--- config.mk ---
export PLATFORM = sky130hd
export DESIGN_NAME = pe_out_chan
export DESIGN_NICKNAME = d
export VERILOG_FILES = /design/src/rtl/pe_out_chan.sv
export SDC_FILE = /design/constraint.sdc
export NUM_CORES = 1
export LEC_CHECK = 0
export BUFFER_PORTS_ARGS = -buffer_cell sky130_fd_sc_hd__buf_2
export CAP_MARGIN = 20
export CORE_ASPECT_RATIO = 1.4
export CORE_MARGIN = 2
export CORE_UTILIZATION = 62
export CTS_BUF_LIST = sky130_fd_sc_hd__clkbuf_8 sky130_fd_sc_hd__clkbuf_16
export CTS_CLUSTER_SIZE = 30
export DETAILED_ROUTE_END_ITERATION = 7
export MAX_ROUTING_LAYER = met4
export PLACE_DENSITY = 0.91
export SYNTH_ARGS = -nofsm -noshare
export SYNTH_HDL_FRONTEND = slang
export SYNTH_SLANG_ARGS = --single-unit
--- constraint.sdc ---
create_clock -name clk -period 10.8 [get_ports clk]
set_clock_uncertainty 0.15 [all_clocks]
set_input_delay 1.08 -clock clk [delete_from_list [all_inputs] [get_ports clk]]
set_output_delay 1.08 -clock clk [all_outputs]
set_load 0.03 [all_outputs]
--- src/rtl/pe_out_chan.sv ---
// PE output channel: reservation-ordered result FIFO whose head entry is multicast
// to NUM_DST destinations. An entry retires once every enabled destination has accepted it.
module pe_out_chan #(
    parameter int DATA_WIDTH = 32,
    parameter int DEPTH      = 4,
    parameter int NUM_DST    = 4
) (
    input  logic                  clk,
    input  logic                  rst,
    input  logic                  clear,
    input  logic [NUM_DST-1:0]    dst_mask,
    input  logic                  fu_alloc,
    output logic                  alloc_rdy,
    input  logic                  fu_valid,
    input  logic [DATA_WIDTH-1:0] fu_out,
    output logic [DATA_WIDTH-1:0] out_data,
    output logic [NUM_DST-1:0]    out_valid,
    input  logic [NUM_DST-1:0]    out_ready,
    output logic                  empty,
    output logic                  err
);
    localparam int AW = $clog2(DEPTH);
    localparam int PW = AW + 1;

    logic [PW-1:0]         wr_ptr_reg, wr_ptr_next;
    logic [PW-1:0]         fill_ptr_reg, fill_ptr_next;
    logic [PW-1:0]         rd_ptr_reg, rd_ptr_next;
    logic [DEPTH-1:0]      filled_reg, filled_next;
    logic [NUM_DST-1:0]    sent_reg, sent_next;
    logic                  err_reg, err_next;
    logic [DATA_WIDTH-1:0] mem [DEPTH];

    logic [PW-1:0]         count;
    logic [PW-1:0]         outstanding;
    logic [AW-1:0]         rd_idx, fill_idx;
    logic                  alloc_fire, fill_fire, head_ok, retire;
    logic [NUM_DST-1:0]    acc;

    assign count       = wr_ptr_reg - rd_ptr_reg;
    assign alloc_rdy   = (count < PW'(DEPTH));
    assign alloc_fire  = fu_alloc && alloc_rdy;
    // A reservation made this cycle may be filled in the same cycle.
    assign outstanding = (wr_ptr_reg - fill_ptr_reg) + {{(PW-1){1'b0}}, alloc_fire};
    assign fill_fire   = fu_valid && (outstanding != '0);
    assign rd_idx      = rd_ptr_reg[AW-1:0];
    assign fill_idx    = fill_ptr_reg[AW-1:0];

    assign head_ok   = (count != '0) && filled_reg[rd_idx];
    assign out_valid = {NUM_DST{head_ok}} & dst_mask & ~sent_reg;
    assign acc       = out_valid & out_ready;
    assign retire    = head_ok && (((sent_reg | acc) & dst_mask) == dst_mask);
    assign out_data  = mem[rd_idx];
    assign empty     = (count == '0);
    assign err       = err_reg;

    always_comb begin
        wr_ptr_next   = wr_ptr_reg;
        fill_ptr_next = fill_ptr_reg;
        rd_ptr_next   = rd_ptr_reg;
        filled_next   = filled_reg;
        sent_next     = sent_reg | acc;
        err_next      = err_reg;
        if (retire) begin
            rd_ptr_next         = rd_ptr_reg + 1'b1;
            filled_next[rd_idx] = 1'b0;
            sent_next           = '0;
        end
        if (alloc_fire)
            wr_ptr_next = wr_ptr_reg + 1'b1;
        if (fill_fire) begin
            fill_ptr_next         = fill_ptr_reg + 1'b1;
            filled_next[fill_idx] = 1'b1;
        end
        if (fu_valid && !fill_fire)
            err_next = 1'b1;
        // Flush wins over everything else this cycle, but the error flag survives it.
        if (clear) begin
            wr_ptr_next   = '0;
            fill_ptr_next = '0;
            rd_ptr_next   = '0;
            filled_next   = '0;
            sent_next     = '0;
            err_next      = err_reg;
        end
    end

    always_ff @(posedge clk) begin
        if (rst) begin
            wr_ptr_reg   <= '0;
            fill_ptr_reg <= '0;
            rd_ptr_reg   <= '0;
            filled_reg   <= '0;
            sent_reg     <= '0;
            err_reg      <= 1'b0;
        end else begin
            wr_ptr_reg   <= wr_ptr_next;
            fill_ptr_reg <= fill_ptr_next;
            rd_ptr_reg   <= rd_ptr_next;
            filled_reg   <= filled_next;
            sent_reg     <= sent_next;
            err_reg      <= err_next;
        end
    end

    // Slots are reset so the head data reads as zero straight after reset.
    for (genvar gi = 0; gi < DEPTH; gi++) begin : g_slot
        always_ff @(posedge clk) begin
            if (rst)
                mem[gi] <= '0;
            else if (fill_fire && !clear && (fill_idx == AW'(gi)))
                mem[gi] <= fu_out;
        end
    end
endmodule
==> results by group, run 1 <==
Yosys
  • Fraction of registers with async set/reset: 0
  • Flops & latches, synth: between 100 and 150
  • Most instantiated cells after synthesis: edfxtp_1, and2_1, mux4_2
  • Top_reg_cell synth: edfxtp_1
  • Synthesized area: 6800 um2
  • Synth top area share: 0.566
  • Post-Syn Nets: ~500
  • Post-Syn Area per Cell: 15.5 um2
  • Count leader, synth: edfxtp_1
  • Sequential share of the synthesized area: 0.624
  • Synth top area cells: edfxtp_1, and2_1, mux4_2
  • Post-Synthesis Cells: 439
  • Netlist cell types: 42
  • Synthesis Warnings: 0
  • Post-synth EDFFs: about 130
  • Yosys top cell by area: edfxtp_1

Cells and area
  • Layout cells sized above 1: 0.321
  • Max reg flops: approximately 130
  • Area growth, synth to finish: 15.2%
  • Filler instances: between 600 and 700
  • Final cell count without fillers: 677
  • End-of-flow core utilization: 0.728
  • Post-route cell area: a little under 8000 um2
  • Fin nets: 583

Floorplanning
  • Core Region: ~11000 um2
  • Die Width: about 92 um
  • I/O Pins: 84
  • Die area: about 12000 um2
  • Site Rows: 45
  • Initial Util: 0.632
  • Die H: 128 um

Job
  • Max Cap Viol: 0

Critical path
  • Worst path max stage delay: 0.42 ns
  • CP bufs+invs: 3
  • Crit-path slowest cell: fa_1
  • Reg2Reg Launch Point: rd_ptr_reg[1]$_SDFFE_PP0N_
  • Crit path max-delay family: adder cells
  • Number of cells on the worst reg-to-reg path: 15
  • Crit-path cells: inv_1, ha_1, nor2b_1, nor3_1, o21ai_1, ha_1, inv_1, ha_1, fa_1, xnor2_2, xnor2_1, o31a_4, and2_2, a21o_1, buf_4
  • CP max FO: 32
  • CP dominant cell by count: ha_1
  • Worst setup SP type: flop
  • Reg2reg end: mem[1][21]$_SDFFCE_PN0P_
  • Critical Path AT: about 4.1 ns
  • Reg2Reg Setup Slack: about 6.6 ns
  • Critical path endpoint category: flop
  • Crit Path Class: flop to flop
  • WP data required: ~11 ns

Timing
  • Hold_ws: approximately 0.3 ns
  • Worst slew pin tran: slightly above 0.8 ns
  • Final Worst Setup Slack: about 6.6 ns
  • Hold Fails Final Rpt: 0
  • Max Transition Viols Final: 0
  • F_max: between 200 and 250 MHz
  • Slew HR: 0.457
  • Final worst path period need: between 4 and 5 ns
  • RSZ-0062 raised after global routing: false
  • Final Cycle Share: 0.392
  • Final setup viols: 0
  • Setup Total Neg Slack: 0 ns

Drt
  • Routed WL: 13500 um
  • Antenna-violating nets left: 0
  • Avg Vias per Cell: ~5.7
  • Drt first pass iters: 5
  • DRC Markers: 0
  • DRT iter0 DRCs: 326
  • WL/cell: 19.9 um
  • Detailed-route via count: 3880

CTS
  • CTS Hold Bufs: 0
  • CTS tree: done
  • Root Driver: clkbuf_16
  • Clk slew on worst S/H paths: approximately 0.060 ns
  • H-Tree Level Count: 4
  • Clk_lat worst skew: slightly above 0.4 ns
  • Clock buffer depth: 2
  • Post-CTS sizing: 0
  • TritonCTS Buffers: 17
  • Sink Count: 148
  • Setup bufs post-CTS: 0

Placed design
  • Pre-CTS setup slack: 6.57 ns
  • Post-DP HPWL: around 8300 um
  • Cell Area, Placed: just over 7000 um2
  • Placer Congestion: slightly below 0.8
  • # placed instances: ~650
  • # port buffers: 83

Power and ir drop
  • Power Total: ~1.3 mW
  • Maximum vdd drop: around 0.00012 V
  • Pwr/cell area: between 150 and 200 nW/um2
  • Leak pwr: about 3.1 nW

Min path
  • Hold path start: filled_reg[1]$_SDFF_PP0_
  • Worst hold path depth: 2
  • Worst hold-check path type: flop to flop
  • Hold endpoint: filled_reg[1]$_SDFF_PP0_

GRT
  • Largest net degree at the start of global routing: 34
  • Initial antenna violation count: 1
  • Vias in the first global route: ~4200
  • GR Util All Layers: 0.253
  • First-pass GRT wire length: 21300 um
  • GRT Residual Overflow: 0

Outcome
  • Status: finished clean
==> power breakdown <==
group | total, mW | internal, mW | switching, mW
logic | 0.0996 | 0.0353 | 0.0644
clock network | 0.586 | 0.360 | 0.226
registers | 0.655 | 0.647 | 0.00806
==> layer usage <==
metal / GRT usage / up-vias / share of wire
met4: 0.113 / 0 / 0.027
met5: - / - / 0
met1: 0.278 / 1909 / 0.36
met2: 0.447 / 155 / 0.56
li1: - / 1781 / -
met3: 0.0470 / 35 / 0.051
==> layout make-up <==
type | instances | area [um2] | area share
diodes | 1 | 2.50 | 0.000320
clock buffers | 17 | 425 | 0.0543
clock inverters | 14 | 164 | 0.0209
inverters | 9 | 33.8 | 0.00431
multi-input cells | 259 | 2330 | 0.297
flip-flops and latches | 148 | 4250 | 0.542
well taps | 141 | 176 | 0.0225
repair buffers | 88 | 453 | 0.0578
==> worst min-delay path: stages, from the launching register on <==
cell	delay, ns
dfxtp_1	0.31
nand2_1	0.05
o21bai_1	0.05
==> logic make-up (layout without fill, tap and decap cells) <==
logic type,Yosys count,after routing,share of synthesized area
flip-flops,148,148,0.624
buffers and inverters,32,128,0.0328
other,0,1,0
XOR/XNOR,9,9,0.0127
adder cells (fa/ha/maj),15,15,0.0287
AND/OR/NAND/NOR,176,176,0.163
multiplexers,33,33,0.109
AO/OA/AOI/OAI,26,26,0.0287
==> cells in the final DEF, fill, tap and decap left out, types with 4 or more instances in the layout <==
cell type and instances:
buf_4 5, inv_1 10, nor3b_1 4, and2_2 4
buf_2 83, and2_1 126, clkinvlp_4 5, and3_4 4
xnor2_1 7, edfxtp_1 128, dfxtp_1 18, a21o_1 4
ha_1 14, nor3_2 4, clkbuf_16 17, nand2_1 8
a31oi_1 5, mux4_2 33, nor2_1 9
==> worst max-delay path by stage <==
stage          cells past startpoint                        from                  endpoint  slack (ns)
2_1_floorplan                     10                    fu_alloc   mem[0][0]$_SDFFCE_PN0P_        6.68
3_3_place_gp                      12                    fu_alloc  mem[2][17]$_SDFFCE_PN0P_        6.74
3_5_place_dp                      15  rd_ptr_reg[1]$_SDFFE_PP0N_  mem[1][17]$_SDFFCE_PN0P_        6.57
4_1_cts                           15  rd_ptr_reg[1]$_SDFFE_PP0N_  mem[1][30]$_SDFFCE_PN0P_        6.56
5_1_grt                           15  rd_ptr_reg[1]$_SDFFE_PP0N_  mem[1][22]$_SDFFCE_PN0P_        6.29
6_report                          15  rd_ptr_reg[1]$_SDFFE_PP0N_  mem[1][21]$_SDFFCE_PN0P_        6.56
Note: power is estimated with default switching activity, not from simulation.
==> run 2, diff against run 1 <==
CORE_UTILIZATION = 52   (was 62)
PLACE_DENSITY = 0.82   (was 0.91)
clock period = 3.8 ns   (was 10.8 ns; I/O delays follow)
==> run 2 against run 1 <==
Compared with the run above: cell area up 2.5%; core utilization down 10 points; worst hold slack worse by 0.20 ns; first-iteration DRC count down 17%; combinational power rose to 3.0 times the previous value; cell count up 3.1%; via count down 0.49%; critical path depth unchanged; non-clock buffer count up 8; largest power group unchanged.
==> results by group, run 2 (synthesis gave the netlist of run 1 again) <==
Outcome
  • Status: finished clean

GRT
  • Vias in the first global route: 4202
  • First-pass GRT wire length: 21300 um
  • Largest net degree at the start of global routing: 34
  • Initial antenna violation count: 1
  • GRT Residual Overflow: 0
  • GR Util All Layers: 0.210

Timing
  • Final worst path period need: 3.64 ns
  • RSZ-0062 raised after global routing: false
  • Slew HR: 0.431
  • Final setup viols: 0
  • F_max: between 200 and 300 MHz
  • Worst slew pin tran: 0.853 ns
  • Hold_ws: 0.111 ns
  • Final Worst Setup Slack: around 0.16 ns
  • Max Transition Viols Final: 0
  • Final Cycle Share: 0.958
  • Hold Fails Final Rpt: 0

CTS
  • TritonCTS Buffers: 17
  • Clk_lat worst skew: slightly above 0.4 ns
  • H-Tree Level Count: 4
  • CTS tree: done
  • Clk slew on worst S/H paths: 0.06 ns
  • Clock buffer depth: 2
  • Sink Count: between 100 and 150
  • Root Driver: clkbuf_16

Floorplanning
  • I/O Pins: 84
  • Initial Util: 0.530
  • Die area: between 10000 and 15000 um2
  • Core Region: 12800 um2
  • Die Width: about 100 um
  • Die H: between 100 and 150 um
  • Site Rows: 49

Min path
  • Worst hold-check path type: input port to flop
  • Worst hold path depth: 3

Critical path
  • Crit-path cells: inv_1, ha_1, nor2b_4, o21a_1, o21ai_1, ha_1, inv_1, ha_1, fa_2, xnor2_2, xnor2_2, o31a_4, and2_4, a21o_4, buf_12
  • Worst path max stage delay: between 0.3 and 0.4 ns
  • Crit Path Class: flop to flop
  • CP dominant cell by count: ha_1
  • WP data required: 3.82 ns
  • CP max FO: 20
  • Critical Path AT: 3.66 ns
  • Crit-path slowest cell: fa_2
  • Critical path endpoint category: flop
  • Worst setup SP type: flop
  • Number of cells on the worst reg-to-reg path: 15

Placed design
  • Post-DP HPWL: approximately 9000 um
  • Pre-CTS setup slack: -0.0407 ns
  • Placer Congestion: approximately 0.85
  • # port buffers: between 80 and 90
  • # placed instances: 665

Power and ir drop
  • Pwr/cell area: about 480 nW/um2
  • Pint: between 3 and 4 mW
  • Leak pwr: 3.15 nW
  • Part of the power in registers: 0.481
  • Clock share of power: 0.441
  • Maximum vdd drop: 0.000407 V
  • Combinational Power Share: 0.078
  • Fraction of power spent switching nets: 0.219
  • Switching pwr: between 0.8 and 0.9 mW

Drt
  • Avg Vias per Cell: 5.53
  • Antenna-violating nets left: 0
  • Drt first pass iters: 5
  • WL/cell: approximately 20 um
  • Routed WL: 13600 um
  • DRT iter0 DRCs: 270
  • DRC Markers: 0
  • Detailed-route via count: between 3000 and 4000

Cells and area
  • Final cell count without fillers: 698
  • Most frequent cells in the layout: edfxtp_1, and2_1, buf_2, mux4_2, dfxtp_1
  • Commonest non-fill, non-tap cell in the layout: edfxtp_1
  • Filler instances: about 890
  • Layout cells sized above 1: 0.346
  • Fin nets: between 500 and 600
  • Area growth, synth to finish: 18.1%
  • Max reg flops: around 130

Job
  • Max Cap Viol: 0
-- run 2: cell count changes in the layout (fill, tap and decap cells not counted), moves of 2 or more --
cell | previous run | this run
clkbuf_8 | 0 | 2
buf_4 | 5 | 9
buf_12 | 0 | 4
a21o_4 | 0 | 3
a21o_1 | 4 | 0
inv_6 | 1 | 3
clkinvlp_4 | 5 | 2
-- run 2: layer usage --
| layer | vias up | GRT usage | wire length (um) |
|---|---|---|---|
| met2 | 105 | 0.381 | 7760 |
| met5 | - | - | 0 |
| met3 | 21 | 0.0427 | 457 |
| li1 | 1798 | - | - |
| met4 | 0 | 0.0822 | 269 |
| met1 | 1937 | 0.217 | 5130 |
-- run 2: area by class of cell --
type / instances / area (um2) / share of cell area
Antenna cell: 1 / 2.50 / 0.000312
Clock buffer: 19 / 453 / 0.0564
Clock inverter: 13 / 158 / 0.0196
Inverter: 9 / 33.8 / 0.00421
Multi-Input combinational cell: 259 / 2380 / 0.296
Sequential cell: 148 / 4250 / 0.529
Tap cell: 153 / 191 / 0.0239
Timing Repair Buffer: 96 / 563 / 0.0702
-- run 2: final timing paths --
| path | from | to | slack [ns] |
|---|---|---|---|
| setup / recovery | rd_ptr_reg[1]$_SDFFE_PP0N_ | mem[2][1]$_SDFFCE_PN0P_ | 0.16 |
| hold / removal | fu_alloc | wr_ptr_reg[1]$_SDFFE_PP0P_ | 0.11 |
| setup reg to reg | rd_ptr_reg[1]$_SDFFE_PP0N_ | mem[2][1]$_SDFFCE_PN0P_ | 0.16 |
| hold reg to reg | filled_reg[0]$_SDFF_PP0_ | filled_reg[0]$_SDFF_PP0_ | 0.30 |
-- run 2: critical path: cells and delay by family, from the launching register on --
kind	cells	cell delay, ns
adder cells (fa/ha/maj)	4	1.13
XOR/XNOR	2	0.30
AND/OR/NAND/NOR	2	0.36
flip-flops	1	0.34
buffers and inverters	3	0.28
AO/OA/AOI/OAI	4	0.81
-- run 2: stage by stage --
step / setup TNS, ns / power, mW / util / area [um2]
5_1_grt: 0 / 3.97 / 0.626 / 8030
3_3_place_gp: 0 / 2.18 / 0.575 / 7370
3_5_place_dp: -1.47 / 2.19 / 0.575 / 7370
4_1_cts: 0 / 3.89 / 0.624 / 8000
6_report: 0 / 3.87 / 0.626 / 8030
2_1_floorplan: -3.41 / 2.07 / - / 6800
-- run 2: what timing repair did --
action,4_1_cts,5_1_grt
setup buffers,0,0
hold endpoints to repair,0,0
endpoints found under the setup margin,81,113
hold buffers,0,0
cloned,0,0
gates resized for setup,4,5
pin swaps,0,3
-- run 2: power by group through the flow --
stage	Sequential, mW	Clock, mW	Combinational (mW)
floorplan	1.88	0	0.183
global placement	1.89	0	0.290
detailed placement	1.89	0	0.298
CTS	1.86	1.72	0.302
global route	1.87	1.78	0.322
finish	1.86	1.71	0.302
==> run 3, diff against run 2 <==
CORE_UTILIZATION = 62   (was 52)
PLACE_DENSITY = 0.91   (was 0.82)
clock period = 4.3 ns   (was 3.8 ns; I/O delays follow)
==> run 3 against run 2 <==
Compared with the run above: non-clock buffer count fell by 8; first-iteration DRC count rose by 5.6%; cell area fell by 2.5%; global-route usage rose by 3.6 points; combinational power fell by 17%; critical endpoint is now mem[2][30]$_SDFFCE_PN0P_.
==> results by group, run 3 (synthesis gave the netlist of run 1 again) <==
Min path
  • Hold endpoint: err$_SDFFE_PP0P_
  • Hold path start: rst
  • Worst hold-check path type: input port to flop
  • Worst hold path depth: 2

Critical path
  • CP dominant cell by count: ha_1
  • Crit-path slowest cell: fa_1
  • Crit-path cells: inv_1, ha_1, nor2b_1, o21a_1, o21ai_1, ha_1, inv_1, ha_1, fa_1, xnor2_2, xnor2_1, o31a_4, and2_2, a21o_1, buf_6
  • Critical Path AT: roughly 4.1 ns
  • Worst setup SP type: flop
  • Reg2Reg Launch Point: rd_ptr_reg[1]$_SDFFE_PP0N_
  • Number of cells on the worst reg-to-reg path: 15
  • Reg2Reg Setup Slack: about 0.14 ns
  • Crit Path Class: flop to flop
  • CP max FO: 32
  • Reg2reg end: mem[2][30]$_SDFFCE_PN0P_
  • Worst path max stage delay: between 0.4 and 0.5 ns
  • WP data required: about 4.2 ns
  • Critical path endpoint category: flop

Power and ir drop
  • Power Total: 3.26 mW
  • Maximum vdd drop: between 0.0002 and 0.0003 V
  • Pwr/cell area: 417 nW/um2
  • Leak pwr: 3.04 nW

CTS
  • Post-CTS sizing: 0
  • TritonCTS Buffers: 17
  • CTS tree: done
  • H-Tree Level Count: 4
  • Clk_lat worst skew: between 0.4 and 0.5 ns
  • Clock buffer depth: 2
  • Root Driver: clkbuf_16
  • Setup bufs post-CTS: 0
  • CTS Hold Bufs: 0
  • Clk slew on worst S/H paths: 0.06 ns
  • Sink Count: between 100 and 150

Timing
  • Final Cycle Share: 0.967
  • Hold Fails Final Rpt: 0
  • Final setup viols: 0
  • Worst slew pin tran: 0.825 ns
  • Final Worst Setup Slack: between 0.1 and 0.15 ns
  • Max Transition Viols Final: 0
  • Slew HR: 0.450
  • Final worst path period need: approximately 4.2 ns
  • F_max: between 200 and 250 MHz

Drt
  • Routed WL: 13200 um
  • DRT iter0 DRCs: ~290
  • Avg Vias per Cell: about 5.7
  • DRC Markers: 0
  • Detailed-route via count: about 3900
  • Antenna-violating nets left: 0
  • Drt first pass iters: 4
  • WL/cell: 19.5 um

Floorplanning
  • Die Width: ~92 um
  • Core Region: 10800 um2
  • Die H: ~130 um
  • Initial Util: 0.632
  • Die area: around 12000 um2
  • Site Rows: 45
  • I/O Pins: 84

Placed design
  • Pre-CTS setup slack: ~0.079 ns
  • Cell Area, Placed: around 7300 um2
  • Post-DP HPWL: about 8300 um
  • Placer Congestion: between 0.7 and 0.8
  • # port buffers: a little over 80

Cells and area
  • Most frequent cells in the layout: edfxtp_1, and2_1, buf_2, mux4_2, dfxtp_1
  • Commonest non-fill, non-tap cell in the layout: edfxtp_1
  • Layout cells sized above 1: 0.325
  • Area growth, synth to finish: 15.1%
  • Max reg flops: 128
  • Post-route cell area: just under 8000 um2
  • Fin nets: between 500 and 600

GRT
  • GR Util All Layers: 0.246
  • Largest net degree at the start of global routing: 34
  • Vias in the first global route: between 4000 and 5000
  • First-pass GRT wire length: between 20000 and 25000 um
  • Initial antenna violation count: 1
  • GRT Residual Overflow: 0

Job
  • Max Cap Viol: 0

Outcome
  • Status: finished clean
[run 3: cell count changes in the layout (fill, tap and decap cells not counted), moves of 2 or more]
cell | previous run | this run
inv_1 | 11 | 9
buf_6 | 0 | 3
a21o_4 | 3 | 0
buf_12 | 4 | 1
clkinvlp_4 | 2 | 4
inv_6 | 3 | 5
buf_4 | 9 | 0
a21o_1 | 0 | 4
inv_8 | 0 | 2
bufinv_16 | 3 | 0
[run 3: how the worst max path moves through the flow]
stage / start / to / slack (ns) / depth (start not counted)
floorplan: rd_ptr_reg[1]$_SDFFE_PP0N_ / mem[0][0]$_SDFFCE_PN0P_ / 0.21 / 14
global placement: rd_ptr_reg[1]$_SDFFE_PP0N_ / mem[0][20]$_SDFFCE_PN0P_ / 0.33 / 15
detailed placement: rd_ptr_reg[1]$_SDFFE_PP0N_ / mem[0][18]$_SDFFCE_PN0P_ / 0.08 / 15
CTS: rd_ptr_reg[1]$_SDFFE_PP0N_ / mem[0][13]$_SDFFCE_PN0P_ / 0.04 / 15
global route: rd_ptr_reg[1]$_SDFFE_PP0N_ / mem[1][27]$_SDFFCE_PN0P_ / -0.004 / 15
finish: rd_ptr_reg[1]$_SDFFE_PP0N_ / mem[2][30]$_SDFFCE_PN0P_ / 0.14 / 15
[run 3: power breakdown]
| group | internal (mW) | total, mW | leakage [nW] | switching (mW) |
|---|---|---|---|---|
| clock network | 0.753 | 1.37 | 0.261 | 0.613 |
| logic | 0.0904 | 0.251 | 1.29 | 0.161 |
| registers | 1.62 | 1.64 | 1.49 | 0.0203 |
[run 3: area by class of cell]
class / instances / area, um2
diodes: 1 / 2.50
clock buffers: 17 / 425
clock inverters: 15 / 124
fillers: 658 / 2930
inverters: 9 / 33.8
multi-input cells: 259 / 2330
flip-flops and latches: 148 / 4250
well taps: 141 / 176
repair buffers: 88 / 483
[run 3: stage by stage]
stage	setup TNS [ns]	hold WS, ns	cells	utilization
2_1_floorplan	0	0.279	439	-
3_5_place_dp	0	0.315	645	0.674
4_1_cts	0	0.111	677	0.725
3_3_place_gp	0	0.288	644	0.672
6_report	0	0.119	678	0.727
5_1_grt	-0.0193	0.128	678	0.727
[run 3: worst max-delay path, delay by kind of cell, from the launching register on]
kind / cells / cell delay, ns
fa+ha+maj: 4 / 1.10
compound gates: 4 / 0.88
buf+inv: 3 / 0.48
xor+xnor: 2 / 0.45
flops: 1 / 0.41
simple gates: 2 / 0.34
[run 3: metal layers]
metal  up-vias  global-route usage  part of all wire
li1       1781                   -                 -
met1      1952               0.261              0.37
met2       131               0.441              0.57
met3        24              0.0600             0.048
met4         0              0.0966             0.018
met5         -                   -                 0
